<file path="config.mk">
export PLATFORM = sky130hd
export DESIGN_NAME = divisor_peso_flat
export DESIGN_NICKNAME = d
export VERILOG_FILES = /design/src/rtl/divisor_peso_if.sv /design/src/rtl/divisor_peso.sv /design/src/flat_wrapper.sv
export SDC_FILE = /design/constraint.sdc
export NUM_CORES = 1
export LEC_CHECK = 0
export BUFFER_PORTS_ARGS = -buffer_cell sky130_fd_sc_hd__buf_2
export CORE_ASPECT_RATIO = 1.5
export CORE_MARGIN = 4
export CORE_UTILIZATION = 35
export DETAILED_ROUTE_END_ITERATION = 7
export PLACE_DENSITY = 0.46
export SLEW_MARGIN = 10
export SYNTH_ARGS = -nofsm -noshare
export SYNTH_HDL_FRONTEND = slang
export SYNTH_SLANG_ARGS = --single-unit
</file>
<file path="constraint.sdc">
create_clock -name clk -period 8.5 [get_ports clk]
set_input_delay 0.85 -clock clk [delete_from_list [all_inputs] [get_ports clk]]
set_output_delay 0.85 -clock clk [all_outputs]
set_load 0.01 [all_outputs]
</file>
<file path="src/rtl/divisor_peso_if.sv">
// divisor_peso_if: request/response bundle for the weight divider.
//   master (requester): drives start, preco, precofr, centimos;
//                       observes busy, done, weightInGrams, overflow, divZero.
//   slave  (divider):   the reverse view.
interface divisor_peso_if;
  logic        start;
  logic [11:0] preco;          // whole euros
  logic [11:0] precofr;        // cents part
  logic [9:0]  centimos;       // unit price, cents per kg
  logic        busy;
  logic        done;
  logic [11:0] weightInGrams;
  logic        overflow;
  logic        divZero;

  modport master (
    output start, preco, precofr, centimos,
    input  busy, done, weightInGrams, overflow, divZero
  );

  modport slave (
    input  start, preco, precofr, centimos,
    output busy, done, weightInGrams, overflow, divZero
  );
endinterface

</file>
<file path="src/rtl/divisor_peso.sv">
// divisor_peso: price -> weight converter for "sell by amount" mode.
// Computes grams = ((preco*100 + precofr)*1000) / centimos with a 29-step
// restoring divider (one quotient bit per cycle, MSB first).
// Ports:
//   clk   - rising-edge clock
//   rst_n - asynchronous active-low reset
//   bus   - divisor_peso_if.slave: start/operands in; busy, done pulse,
//           weightInGrams (saturated at 4095), overflow, divZero out.
module divisor_peso (
  input  logic           clk,
  input  logic           rst_n,
  divisor_peso_if.slave  bus
);

  typedef enum logic [1:0] {S_IDLE, S_PREP, S_DIV, S_DONE} state_t;

  state_t      r_state, w_state_nxt;
  logic [11:0] r_preco, r_precofr;
  logic [9:0]  r_cent;
  logic [28:0] r_num;          // numerator in milli-cents
  logic [28:0] r_q;            // quotient under construction
  logic [10:0] r_rem;          // partial remainder, always < r_cent
  logic [4:0]  r_k;            // current quotient bit index
  logic [11:0] r_wg;
  logic        r_ovf, r_dz;

  logic [18:0] w_cents;
  logic [28:0] w_num;
  logic [11:0] w_trial;
  logic        w_ge;
  logic [10:0] w_rem_nxt;
  logic [28:0] w_q_nxt;
  logic        w_busy, w_done;

  // Numerator: fits 29 bits even with precofr at its 12-bit maximum.
  assign w_cents = 19'(r_preco) * 19'd100 + 19'(r_precofr);
  assign w_num   = 29'(w_cents) * 29'd1000;

  // One restoring step: shift in the next numerator bit, subtract if it fits.
  assign w_trial   = {r_rem, r_num[r_k]};
  assign w_ge      = (w_trial >= {2'b00, r_cent});
  assign w_rem_nxt = w_ge ? 11'(w_trial - {2'b00, r_cent}) : w_trial[10:0];
  assign w_q_nxt   = r_q | (29'(w_ge) << r_k);

  // State register
  always_ff @(posedge clk or negedge rst_n) begin
    if (!rst_n) r_state <= S_IDLE;
    else        r_state <= w_state_nxt;
  end

  // Next-state logic
  always_comb begin
    w_state_nxt = r_state;
    case (r_state)
      S_IDLE: if (bus.start)       w_state_nxt = S_PREP;
      S_PREP: w_state_nxt = (r_cent == 10'd0) ? S_DONE : S_DIV;
      S_DIV:  if (r_k == 5'd0)     w_state_nxt = S_DONE;
      S_DONE: w_state_nxt = S_IDLE;
      default: w_state_nxt = S_IDLE;
    endcase
  end

  // Status outputs, decoded from the state register only
  always_comb begin
    w_busy = (r_state != S_IDLE);
    w_done = (r_state == S_DONE);
  end

  // Datapath
  always_ff @(posedge clk or negedge rst_n) begin
    if (!rst_n) begin
      r_preco   <= '0;
      r_precofr <= '0;
      r_cent    <= '0;
      r_num     <= '0;
      r_q       <= '0;
      r_rem     <= '0;
      r_k       <= '0;
      r_wg      <= '0;
      r_ovf     <= 1'b0;
      r_dz      <= 1'b0;
    end else begin
      case (r_state)
        S_IDLE: if (bus.start) begin
          r_preco   <= bus.preco;
          r_precofr <= bus.precofr;
          r_cent    <= bus.centimos;
        end
        S_PREP: begin
          r_num <= w_num;
          r_rem <= '0;
          r_q   <= '0;
          r_k   <= 5'd28;
          if (r_cent == 10'd0) begin
            r_wg  <= '0;
            r_ovf <= 1'b0;
            r_dz  <= 1'b1;
          end
        end
        S_DIV: begin
          r_rem <= w_rem_nxt;
          r_q   <= w_q_nxt;
          r_k   <= r_k - 5'd1;
          if (r_k == 5'd0) begin
            // Any quotient bit above 11 means the weight does not fit.
            if (w_q_nxt[28:12] != '0) begin
              r_wg  <= 12'hFFF;
              r_ovf <= 1'b1;
            end else begin
              r_wg  <= w_q_nxt[11:0];
              r_ovf <= 1'b0;
            end
            r_dz <= 1'b0;
          end
        end
        default: ;
      endcase
    end
  end

  assign bus.busy          = w_busy;
  assign bus.done          = w_done;
  assign bus.weightInGrams = r_wg;
  assign bus.overflow      = r_ovf;
  assign bus.divZero       = r_dz;

endmodule
</file>
<file path="src/flat_wrapper.sv">
// flat-port wrapper written by rule: the top's interface ports become plain ports
module divisor_peso_flat 
  (clk, rst_n, bus_start, bus_preco, bus_precofr, bus_centimos, bus_busy, bus_done, bus_weightInGrams, bus_overflow, bus_divZero);
  divisor_peso_if bus_i ();
  input  logic clk;
  input  logic rst_n;
  input wire logic [$bits(bus_i.start)-1:0] bus_start;
  input wire logic [$bits(bus_i.preco)-1:0] bus_preco;
  input wire logic [$bits(bus_i.precofr)-1:0] bus_precofr;
  input wire logic [$bits(bus_i.centimos)-1:0] bus_centimos;
  output wire logic [$bits(bus_i.busy)-1:0] bus_busy;
  output wire logic [$bits(bus_i.done)-1:0] bus_done;
  output wire logic [$bits(bus_i.weightInGrams)-1:0] bus_weightInGrams;
  output wire logic [$bits(bus_i.overflow)-1:0] bus_overflow;
  output wire logic [$bits(bus_i.divZero)-1:0] bus_divZero;
  assign bus_i.start = bus_start;
  assign bus_i.preco = bus_preco;
  assign bus_i.precofr = bus_precofr;
  assign bus_i.centimos = bus_centimos;
  assign bus_busy = bus_i.busy;
  assign bus_done = bus_i.done;
  assign bus_weightInGrams = bus_i.weightInGrams;
  assign bus_overflow = bus_i.overflow;
  assign bus_divZero = bus_i.divZero;
  divisor_peso u_core (.clk(clk), .rst_n(rst_n), .bus(bus_i));
endmodule
</file>
======== After elaboration in Yosys (flattened, before gate mapping) ========
Index checks and enable logic that the tools add are counted.
storage, ports and cells
  output and inout bits ................... 16
  bits of input ports ..................... 37
  register bits ........................... 121
  logic and storage cells ................. 56
operators by class
  equal/unequal tests ..................... 6
  shift operators ......................... 1
  mux-type cells .......................... 21
  $mul .................................... 2
  reduce and logical (&&, ||, !) cells .... 9
  bitwise logic cells ..................... 1
  add/sub/neg operators ................... 3
  $lt $le $gt $ge ......................... 2
operator list
  kind                   number
  $pmux 29 s2            1
  $mux 12                3
  $or 29x29->29          1
  $shl 1x5->29           1
  $mul 19x7->26 const B  1
  $pmux 12 s2            1
  $pmux 11 s2            1
  $add 19x12->19         1
  $mul 12x5->17 const B  1
  $reduce_bool 17->1     1
  $ge 12x10->1           1
  $mux 11                1
  $sub 11x10->11         1
  $logic_not 10->1       1
  $pmux 5 s2             1
  $pmux 2 s4             1
  $mux 1                 7
  $lt 5x6->1 const B     1
  $bmux 1 s5             1
  $logic_not 5->1        1
  $sub 5x1->5 const B    1
  $eq 2x2->1 const B     2
  $mux 2                 2
  $ne 2x1->1 const B     2
  7 further kinds        10

======== Logic depth before layout (Yosys ltp) ========
  word-level depth ........................ 9
  depth in mapped cells ................... 32
  depth with buffers taken out ............ 31

======== Worst setup path before layout ========
OpenSTA, ideal clock, no wires.
  path kind ............................... register to register
  from .................................... register u_core.r_preco[2]
  to ...................................... register u_core.r_num[26]
  data required time ...................... 8379 ps
  setup time .............................. 121 ps
  slack ................................... 1116 ps
  clock period less this slack ............ 7384 ps
  buffers on the path ..................... 0
  cell stages (with the launch flop) ...... 26
  arrival time ............................ 7263 ps
  cell sequence ........................... dfrtp_1 > ha_1 > ha_1 > fa_1 > ha_1 > nor2b_1 > o31a_1 > o21a_1 > or3b_1 > mux4_2 > nor2_4 > nand2_1 > xor2_2 > xnor2_1 > fa_1 > fa_1 > fa_1 > inv_1 > ha_1 > a21o_1 > a21o_1 > a211oi_1 > o31ai_1 > a21o_1 > a211o_1 > a22o_1
between the ends
  word-level cells in the longest chain between the ends .. 3
RTL lines
  item                      RTL line            RTL
  start: declaration        divisor_peso.sv:18  logic [11:0] r_preco, r_precofr;
  start signal: assignment  divisor_peso.sv:85  r_preco <= bus.preco;
  $mul 12x5->17             divisor_peso.sv:36  assign w_cents = 19'(r_preco) * 19'd100 + 19'(r_precofr);
  $add 19x12->19            divisor_peso.sv:36
  $mul 19x7->26             divisor_peso.sv:37  assign w_num = 29'(w_cents) * 29'd1000;
  end signal: assignment    divisor_peso.sv:90  r_num <= w_num;
  end: declaration          divisor_peso.sv:20  logic [28:0] r_num;
No other way between the ends.
A chain may end at the register's enable or synchronous reset.

======== Worst setup path in the final report ========
  from .................................... register u_core.r_preco[3]
  to ...................................... register u_core.r_num[26]
Same word-level chain as after synthesis.

==> reports/results.ini <==
[run_status]
outcome=finished clean

[sta]
rsz0062_at_grt=false
slew_viol_final=0
final.setup_skew_ns=0.00998
fmax_mhz=127
setup_tns_ns=0
min_period_over_period_pct=92.4
period_minus_slack_ns=7.85
slew_headroom_pct=41.0
hold_violations=0
setup_violations=0
worstMarginPinSlew_ns=0.886
setup_ws_ns=0.648
fin_hold_ws_ns=0.471

[routing]
drc=0
viasPerCell=4.88
met3WireLength_um=538
drt-met1-wl_mm=8.78
wl_met2_mm=12.6
drt_iter0_drc=173
num_vias=7303
top_layer=met4
routed_wirelength_mm=22.1
avgRoutedWirePerCell_um=14.8
ant_nets=0
firstDrtPassIters=4

[critical_path]
setup.worst_path.start=u_core.r_preco[3]
endpoint_kind=register
path_max_fanout=7
cpMaxStageDelayCell=fa_1
crit_top_cell=ha_1
crit_path_max_incr_delay_ns=0.51
path_class=reg -> reg
rr_startpoint=u_core.r_preco[3]
required_ns=8.81
cp_num_buf_inv=3
crit_arrival_ns=8.16
crit_family=adder cells
start_kind=register

[synthesis]
synth_nets=1276
async_flop_share_pct=100
synth_ff_type=dfrtp_1
yosysMostFrequentCell=inv_1
synth_edf_count=0
ys_seq_area_share_pct=29.2
synthDistinctLibCells=58
netlist_top_cells_area=dfrtp_1 (29%), ha_1 (15%), fa_1 (13%), mux2_2 (6.2%), inv_1 (5.3%)
ys_ff_latch=121
synth_common_cells=inv_1 (146), ha_1 (125), dfrtp_1 (121)
yosys.area.top_type_share_pct=29.2
ys_warn_count=0
yosys.area.top_type=dfrtp_1
synthCells=1048
synth.avg_cell_area_um2=9.90
syn_area_um2=10400

[finish]
fill_cells=2907
num-nets-final=1323
ff_latch_area_um2=3030
multi_input_area_um2=6680
syn_to_final_growth_pct=12.7
antenna_cells=0
layout-drive-gt1-share_pct=15.6

[clock_tree]
clock_latency_ns=0.43
clock-sinks=121
postCtsSetupBuffers=0
ctsHoldBuffers=0
cts_buffers=17
h-tree-depth=4
cts_tree=done
cts_resized=0
clockRootBuffer=clkbuf_16
path_clk_slew_ns=0.06
clk_path_buf_depth=2

[place]
dp_hpwl_mm=17.5
pre_cts_ws_ns=0.636
portBuffers=52
place_congestion=0.765

[floorplan]
rows=76
dieArea_um2=32500
start_util_pct=35.8
die_w_um=149
die_h_um=219
core-area_um2=29000
ios=53

[grt]
grtUsageTotal_pct=14.5
grt_max_degree=67
grt.overflow.total=0
antenna_found_initial=0
grt_pass1_wl_mm=38.1
grt_pass1_vias=7811

[job]
cap_viol_max_count=0

[hold_path]
hold_path_startpoint=u_core.bus.weightInGrams[10]
hp-class=reg -> reg

per-stage QoR:
step | instances | cell area (um2) | utilization [%]
floorplan | 1048 | 10400 | -
global placement | 1466 | 11100 | 38.2
detailed placement | 1466 | 11100 | 38.2
CTS | 1498 | 11700 | 40.3
global route | 1498 | 11700 | 40.3
finish | 1498 | 11700 | 40.3
logic make-up after synthesis:
family,share of synthesized area (%)
adder cells (fa/ha/maj),28.0
AND/OR/NAND/NOR,9.38
XOR/XNOR,6.18
multiplexers,7.85
flip-flops,29.2
buffers and inverters,6.56
AO/OA/AOI/OAI,12.8
layout make-up:
type                            instances  area share (%)
Clock inverter                         13            1.24
Timing Repair Buffer                   63            2.95
Sequential cell                       121            25.9
Multi-Input combinational cell        746            57.2
Inverter                              146            4.69
Clock buffer                           19            3.87
Tap cell                              390            4.17
worst register-to-register path, delay by kind of cell (launching register included):
kind	cells	cell delay (ns)
xor gates and xnor gates	4	0.92
and+or+nand+nor	2	0.35
buffers and inverters	3	0.13
adders and majority gates	9	3.64
AOI/OAI and AO/OA	10	2.29
DFF	1	0.42
registers in the layout, summed over array words and instances (netlist names):
signal,count
u_core.r_rem,11
u_core.r_num,26
u_core.bus.divZero,1
u_core.r_q,29
u_core.r_state,2
u_core.r_precofr,12
u_core.bus.weightInGrams,12
u_core.r_k,5
u_core.r_preco,12
u_core.r_cent,10
u_core.bus.overflow,1
routing by layer:
metal,track usage (%),vias up
met4,3.79,0
met1,16.1,3524
li1,-,3691
met3,2.62,17
met5,0,-
met2,28.0,71
final timing paths:
| path | endpoint | slack, ns | depth (start not counted) |
|---|---|---|---|
| worst max-delay path | u_core.r_num[26] | 0.65 | 28 |
| worst min-delay path | u_core.bus.weightInGrams[10] | 0.47 | 2 |
| worst max register to register | u_core.r_num[26] | 0.65 | 28 |
| worst min register to register | u_core.bus.weightInGrams[10] | 0.47 | 2 |
| max in group asynchronous | u_core.r_preco[8] | 6.62 | 2 |
| min in group asynchronous | u_core.r_q[12] | 0.49 | 1 |
cell usage in the layout, fill, tap and decap left out, drive strengths merged, types with 3 or more instances in the layout:
cell type,instances
and3,13
o21a,8
mux4,5
o21ai,46
inv,147
nor3,5
mux2,57
nand2,50
buf,63
dfrtp,121
mux2i,6
or2,4
a31o,6
a21o,18
clkinv,4
or4,3
a21oi,59
a31oi,41
xor2,22
nor2b,9
nand2b,8
ha,125
o31ai,3
and2,4
nand3,13
o21bai,8
xnor2,43
nor3b,3
nand4,9
fa,66
nor4,8
or3,3
clkbuf,19
a211oi,5
clkinvlp,6
nor2,67
o22ai,12
Power is not shown: default switching activity piles up to over one toggle a cycle in this logic, so the estimate is an artifact.
